## config.mk

```make
export PLATFORM = sky130hd
export DESIGN_NAME = cnn_layer_sequencer
export DESIGN_NICKNAME = d
export VERILOG_FILES = /design/src/rtl/cnn_layer_sequencer.sv
export SDC_FILE = /design/constraint.sdc
export NUM_CORES = 1
export LEC_CHECK = 0
export CAP_MARGIN = 20
export CORE_MARGIN = 2
export CORE_UTILIZATION = 43
export DETAILED_ROUTE_END_ITERATION = 16
export MAX_ROUTING_LAYER = met4
export PLACE_DENSITY = 0.77
export SYNTH_ARGS = -nofsm -noshare
export SYNTH_HDL_FRONTEND = slang
export SYNTH_SLANG_ARGS = --single-unit
```

## constraint.sdc

```tcl
create_clock -name clk -period 2.4 [get_ports clk]
set_input_delay 0.6 -clock clk [delete_from_list [all_inputs] [get_ports clk]]
set_output_delay 0.6 -clock clk [all_outputs]
set_load 0.005 [all_outputs]
```

## src/rtl/cnn_layer_sequencer.sv

```systemverilog
// Sequencer that steps one CNN window per tile through fetch, conv, pool, activation and emit.
// Optional build macro CNN_SEQ_PERF_CNT_EN adds the saturating perf_cycles run-length counter.
module cnn_layer_sequencer #(
  parameter int DATA_WIDTH = 8,
  parameter int NUM_TILES  = 16,
  parameter int STAGE_LAT  = 2,
  localparam int TW = (NUM_TILES > 1) ? $clog2(NUM_TILES) : 1
) (
  input  logic                    clk,
  input  logic                    rst,
  input  logic                    start,
  input  logic                    in_valid,
  output logic                    in_ready,
  input  logic [4*DATA_WIDTH-1:0] in_data,
  input  logic [DATA_WIDTH-1:0]   in_weight,
  output logic [4*DATA_WIDTH-1:0] win_data,
  output logic [DATA_WIDTH-1:0]   win_weight,
  output logic                    conv_en,
  output logic                    pool_en,
  output logic                    act_en,
  input  logic [DATA_WIDTH-1:0]   act_result,
  output logic                    out_valid,
  input  logic                    out_ready,
  output logic [DATA_WIDTH-1:0]   out_data,
  output logic                    busy,
  output logic                    done,
  output logic [TW-1:0]           tile_idx
`ifdef CNN_SEQ_PERF_CNT_EN
  ,
  output logic [31:0]             perf_cycles
`endif
);

  typedef enum logic [2:0] {
    IDLE  = 3'd0,
    FETCH = 3'd1,
    CONV  = 3'd2,
    POOL  = 3'd3,
    ACT   = 3'd4,
    EMIT  = 3'd5,
    DONE  = 3'd6
  } state_t;

  localparam logic [3:0]    LAST_CNT  = 4'(STAGE_LAT - 1);
  localparam logic [TW-1:0] LAST_TILE = TW'(NUM_TILES - 1);

  state_t     state_r, state_nxt;
  logic [3:0] cnt_r, cnt_nxt;
  logic       stage_last_s;
  logic       start_take_s;
  logic       fetch_hs_s;
  logic       emit_hs_s;

  assign stage_last_s = (cnt_r == LAST_CNT);
  assign start_take_s = (state_r == IDLE) && start;
  assign fetch_hs_s   = in_valid && in_ready;
  assign emit_hs_s    = (state_r == EMIT) && out_ready;

  // State and stage-cycle counter registers
  always_ff @(posedge clk or negedge rst) begin
    if (!rst) begin
      state_r <= IDLE;
      cnt_r   <= 4'd0;
    end else begin
      state_r <= state_nxt;
      cnt_r   <= cnt_nxt;
    end
  end

  // Next-state logic; each datapath stage is held for STAGE_LAT cycles
  always_comb begin
    state_nxt = state_r;
    cnt_nxt   = cnt_r;
    case (state_r)
      IDLE: begin
        if (start) state_nxt = FETCH;
        else       state_nxt = IDLE;
        cnt_nxt = 4'd0;
      end
      FETCH: begin
        if (fetch_hs_s) state_nxt = CONV;
        else            state_nxt = FETCH;
        cnt_nxt = 4'd0;
      end
      CONV, POOL, ACT: begin
        if (stage_last_s) begin
          cnt_nxt = 4'd0;
          if (state_r == CONV)      state_nxt = POOL;
          else if (state_r == POOL) state_nxt = ACT;
          else                      state_nxt = EMIT;
        end else begin
          cnt_nxt = cnt_r + 4'd1;
        end
      end
      EMIT: begin
        if (out_ready) begin
          if (tile_idx == LAST_TILE) state_nxt = DONE;
          else                       state_nxt = FETCH;
        end else begin
          state_nxt = EMIT;
        end
      end
      DONE: begin
        state_nxt = IDLE;
      end
      default: begin
        state_nxt = IDLE;
        cnt_nxt   = 4'd0;
      end
    endcase
  end

  // Registered outputs, decoded from the upcoming state so they align with it
  always_ff @(posedge clk or negedge rst) begin
    if (!rst) begin
      in_ready   <= 1'b0;
      conv_en    <= 1'b0;
      pool_en    <= 1'b0;
      act_en     <= 1'b0;
      out_valid  <= 1'b0;
      busy       <= 1'b0;
      done       <= 1'b0;
      tile_idx   <= '0;
      win_data   <= '0;
      win_weight <= '0;
      out_data   <= '0;
    end else begin
      in_ready  <= (state_nxt == FETCH);
      conv_en   <= (state_nxt == CONV);
      pool_en   <= (state_nxt == POOL);
      act_en    <= (state_nxt == ACT);
      out_valid <= (state_nxt == EMIT);
      busy      <= (state_nxt != IDLE);
      done      <= (state_nxt == DONE);
      if (start_take_s) begin
        tile_idx <= '0;
      end else if (emit_hs_s && (tile_idx != LAST_TILE)) begin
        tile_idx <= tile_idx + TW'(1);
      end else begin
        tile_idx <= tile_idx;
      end
      if (fetch_hs_s) begin
        win_data   <= in_data;
        win_weight <= in_weight;
      end
      if ((state_r == ACT) && stage_last_s) begin
        out_data <= act_result;
      end
    end
  end

`ifdef CNN_SEQ_PERF_CNT_EN
  // Run-length counter: cleared on an accepted start, saturates at all-ones
  always_ff @(posedge clk or negedge rst) begin
    if (!rst) begin
      perf_cycles <= 32'd0;
    end else if (start_take_s) begin
      perf_cycles <= 32'd0;
    end else if (busy && (perf_cycles != 32'hFFFF_FFFF)) begin
      perf_cycles <= perf_cycles + 32'd1;
    end else begin
      perf_cycles <= perf_cycles;
    end
  end
`else
`endif

endmodule

```

### Word level (Yosys, flattened, before mapping)

Cells that the tools add are included.

| storage, ports and cells | value |
|---|---|
| RAM bits | 0 |
| output and inout bits | 59 |
| memory bits (read-only) | 0 |
| latch bits | 0 |
| memories kept | 0 |
| register bits after elaboration | 66 |

| operators by class | value |
|---|---|
| shift operators | 0 |
| div/mod/pow operators | 0 |
| add/subtract/negate cells | 2 |
| $lt $le $gt $ge | 0 |
| bitwise operators | 0 |
| equality and inequality tests | 15 |
| reduce and logical (&&, ||, !) cells | 10 |
| muxes and demuxes | 12 |
| multiply operators | 0 |

Operators with widths:

| kind | count |
|---|---|
| $eq 3x3->1 const B | 6 |
| $eq 3x2->1 const B | 4 |
| $mux 3 | 4 |
| $mux 4 | 3 |
| $pmux 3 s4 | 1 |
| $add 4x1->4 const B | 2 |
| $pmux 4 s2 | 1 |
| $eq 3x1->1 const B | 2 |
| $logic_and 1x1->1 | 5 |
| $eq 4x1->1 const B | 1 |
| $eq 4x4->1 const B | 1 |
| $ne 4x4->1 const B | 1 |
| $logic_not 3->1 | 1 |
| $reduce_bool 3->1 | 1 |
| $reduce_or 3->1 | 1 |
| $mux 1 | 2 |
| $mux 2 | 1 |
| $reduce_bool 2->1 | 1 |
| $reduce_or 2->1 | 1 |

### Longest topological paths before layout

| depth | value |
|---|---|
| word-level depth | 6 |
| gate-level depth with buffers | 7 |

### Worst setup path after synthesis

OpenSTA, ideal clock, no wires.

| timing | value |
|---|---|
| path kind | flip-flop to flip-flop |
| start point | reg cnt_r[1] |
| end point | reg busy |
| library setup time | 124 ps |
| clock period less this slack | 1,679 ps |
| setup slack | 721 ps |
| cell stages (with the launch flop) | 8 |
| buffers on the path | 0 |
| arrival time | 1,555 ps |
| path through | dfrtp_1 -> inv_1 -> ha_1 -> nor3b_4 -> xnor2_1 -> o211a_4 -> inv_2 -> or2_1 |

| on the way | value |
|---|---|
| word-level cells in the longest chain between the ends | 4 |

RTL lines:

| item | RTL line | text |
|---|---|---|
| start, declared | 48 | `logic [3:0] cnt_r, cnt_nxt;` |
| start signal, assigned | 66 | `cnt_r <= cnt_nxt;` |
| $eq 4x1->1 | 54 | `assign stage_last_s = (cnt_r == LAST_CNT);` |
| $mux 3 | 86 | `if (stage_last_s) begin` |
| $pmux 3 s4 | 74 | `case (state_r)` |
| net state_nxt[0] | 47 | `state_t state_r, state_nxt;` |
| $reduce_bool 3->1 | 133 | `busy <= (state_nxt != IDLE);` |
| end signal, assigned | 133 |  |
| end, declared | 25 | `output logic busy,` |

The timed path passes the listed nets, and every way through them passes these cells.
A chain may end at the register's enable or synchronous reset.

### Worst setup path after layout

Same ends and word-level chain as after synthesis.

==> summary.txt <==
Outcome
  – Status: finished clean

Critical path
  – Stages on worst setup path: 7
  – CP delay by family, top: simple AND/OR/NAND/NOR gates
  – Worst-path cell chain: inv_1 -> ha_1 -> nor3b_4 -> xnor2_1 -> o211a_4 -> inv_2 -> or2_1
  – Critical Path RT: 2.61 ns
  – Crit end category: flip-flop
  – FF-to-FF Start: cnt_r[1]
  – Startpoint types: flip-flop
  – R2r worst-path depth: 7
  – Setup slack, reg-to-reg: 0.48 ns
  – Critical R2R Capture: busy
  – Slowest CP cell: nor3b_4
  – Crit path largest cell delay: 0.46 ns
  – WS Path Type: reg -> reg
  – CP arrival: 2.14 ns
  – Worst-path fanout max: 10
  – WP buf/inv: 2
  – Setup crit end: busy
  – Crit. Startpoint: cnt_r[1]

CTS
  – Clk Latency, worst-skew pair: 0.33 ns
  – Reg clk slew, reported paths: 0.07 ns
  – CTS tree: built
  – Total CTS buffers: 9
  – Clock sinks: 66
  – Post_cts resized: 0
  – Hold buffers post-CTS: 0
  – Max clock buf depth: 2
  – Number of setup buffers added after CTS: 0
  – Clock tree root buffer cell: clkbuf_8
  – Htree depth: 3

Global routing
  – GRT Util Overall: 18.9%
  – Total gr overflow: 0
  – First-pass GRT wire length: 10100 um
  – Initial antenna violation count: 0
  – Largest net degree at the start of global routing: 55
  – Vias in the first global route: 2106

Die
  – Core Footprint: 0.00603 mm2
  – # rows: 28
  – Die area: 0.00697 mm2
  – Total I/O pin count: 112
  – Starting Density: 45.1%
  – Die height: 83.5 um
  – Die width: 83.5 um

Power
  – PD cells: 1220 mW/mm2
  – Worst vdd ir: 0.733 mV
  – Post-layout total power: 5.10 mW
  – LEAKAGE: 1.76 nW

Detailed routing
  – Via count: 1985
  – Routed WL: 5990 um
  – # DRC: 0
  – Antenna-violating nets left: 0
  – DR WL/cell: 15.1 um
  – DRT Pass-1 Iters: 4
  – Vias per inst: 4.99
  – Initial DRC Count: 117

STA
  – Top achievable clock speed: 520 MHz
  – Slew Limit Fails: 0
  – Setup Skew: 0.00740 ns
  – Fin. Hold Viols: 0
  – Clock period minus worst slack: 1.92 ns
  – Final Cycle Share: 80.1%
  – Hold slack: 0.155 ns
  – Slew headroom: 66.1%
  – Final setup viols: 0
  – Worst Tran Pin Value: 0.507 ns
  – RSZ-0062 raised after global routing: false
  – Setup TNS: 0 ns

Logic synthesis
  – Yosys cell types: 37
  – Mean Syn Cell Area: 13.7 um2
  – Yosys warns: 0
  – Syn nets: 255
  – Post-synthesis instance area: 0.00272 mm2
  – Post-synth EDFFs: 0
  – Syn Inst Count: 199
  – Synth Register Bits: 66
  – Post-synthesis sequential area ratio: 60.8%
  – Main synth FF type: dfrtp_1
  – FFs w/ async S/R, synth: 100%

Cells and area
  – Storage cell area: 0.00165 mm2
  – Synth-to-layout area growth: 53.5%
  – Area of the multi-input gates: 0.00103 mm2
  – Final Net Count: 374
  – Ant. Diodes: 0
  – Layout fillers: 437
  – Layout cells sized above 1: 23.2%

Hold path
  – Hold Crit Class: in -> async

Run
  – Max_cap viols: 0

Placement
  – Final HPWL DP: 4230 um
  – Final GP Congestion: 0.822
  – Port Buffer Count: 111
-- flip-flops by register name (all words and copies together) (netlist names) --
signal      count
busy            1
pool_en         1
in_ready        1
tile_idx        4
cnt_r           4
win_data       32
act_en          1
out_valid       1
done            1
conv_en         1
out_data        8
win_weight      8
state_r         3
-- cell usage in the layout, fill, tap and decap left out, drive strengths merged, types with 3 or more instances in the layout --
master / instances
o21ai: 9
ha: 3
mux2: 48
dfrtp: 66
a21oi: 3
nand3: 4
clkdlybuf4s50: 110
clkbuf: 11
nor2: 9
nand2: 8
mux2i: 3
nor3: 6
xnor2: 4
inv: 3
buf: 6
-- cell usage after synthesis (all sizes together) (3+ instances only) --
cell,count,share of area (%)
xnor2,4,1.3
nor3,6,1.1
dfrtp,66,61
nor2,9,1.2
clkbuf,7,0.97
o21ai,9,1.7
nand2,8,1.2
mux2i,3,1.1
mux2,48,20
a21oi,3,0.55
ha,3,1.4
nand3,4,0.74
inv,3,0.41
-- how the worst min path moves through the flow --
stage,endpoint,slack [ns],cells past startpoint
after floorplan,act_en,0.30,0
after global placement,win_data[30],0.49,1
after detailed placement,win_data[30],0.49,1
after CTS,win_data[22],0.15,1
after global routing,win_data[22],0.16,1
final,win_data[22],0.16,1
-- layer usage --
metal	GRT usage, %	routed length (um)	share of wire (%)
met5	-	0	0
met4	8.80	119	2.0
met3	6.53	460	7.7
met2	28.3	2820	47
met1	23.0	2590	43
-- where the power goes --
group | switching [mW] | total, mW | internal (mW)
Combinational | 0.745 | 2.17 | 1.42
Clock | 0.409 | 1.02 | 0.610
Sequential | 0.295 | 1.91 | 1.62
Total | 1.45 | 5.10 | 3.65
-- worst register-to-register path, stage by stage, from the launching register on --
cell     delay, ns
dfrtp_1       0.42
inv_1         0.09
ha_1          0.15
nor3b_4       0.46
xnor2_1       0.23
o211a_4       0.21
inv_2         0.04
or2_1         0.21
-- area by class of cell --
class	count	share of cell area, %
sequential	66	39.6
timing repair buffer	116	28.0
clock buffer	11	3.39
inverter	3	0.270
clock inverter	5	1.86
multi-input combinational	122	24.6
tap	75	2.25
-- metrics by stage --
stage | std cells | cell area (um2) | setup slack, ns | utilization [%]
floorplan | 199 | 2720 | 0.721 | -
CTS | 398 | 4170 | 0.475 | 69.2
global route | 398 | 4170 | 0.332 | 69.2
detailed placement | 382 | 3950 | 0.400 | 65.6
global placement | 382 | 3950 | 0.410 | 65.6
finish | 398 | 4170 | 0.477 | 69.2
-- cell families after synthesis --
kind of cell	synth area share (%)
compound gates	4.93
mux	21.0
buf+inv	1.57
simple gates	8.75
xor+xnor	1.61
fa+ha+maj	1.38
flops	60.8
Power figures use the tool's default switching activity.
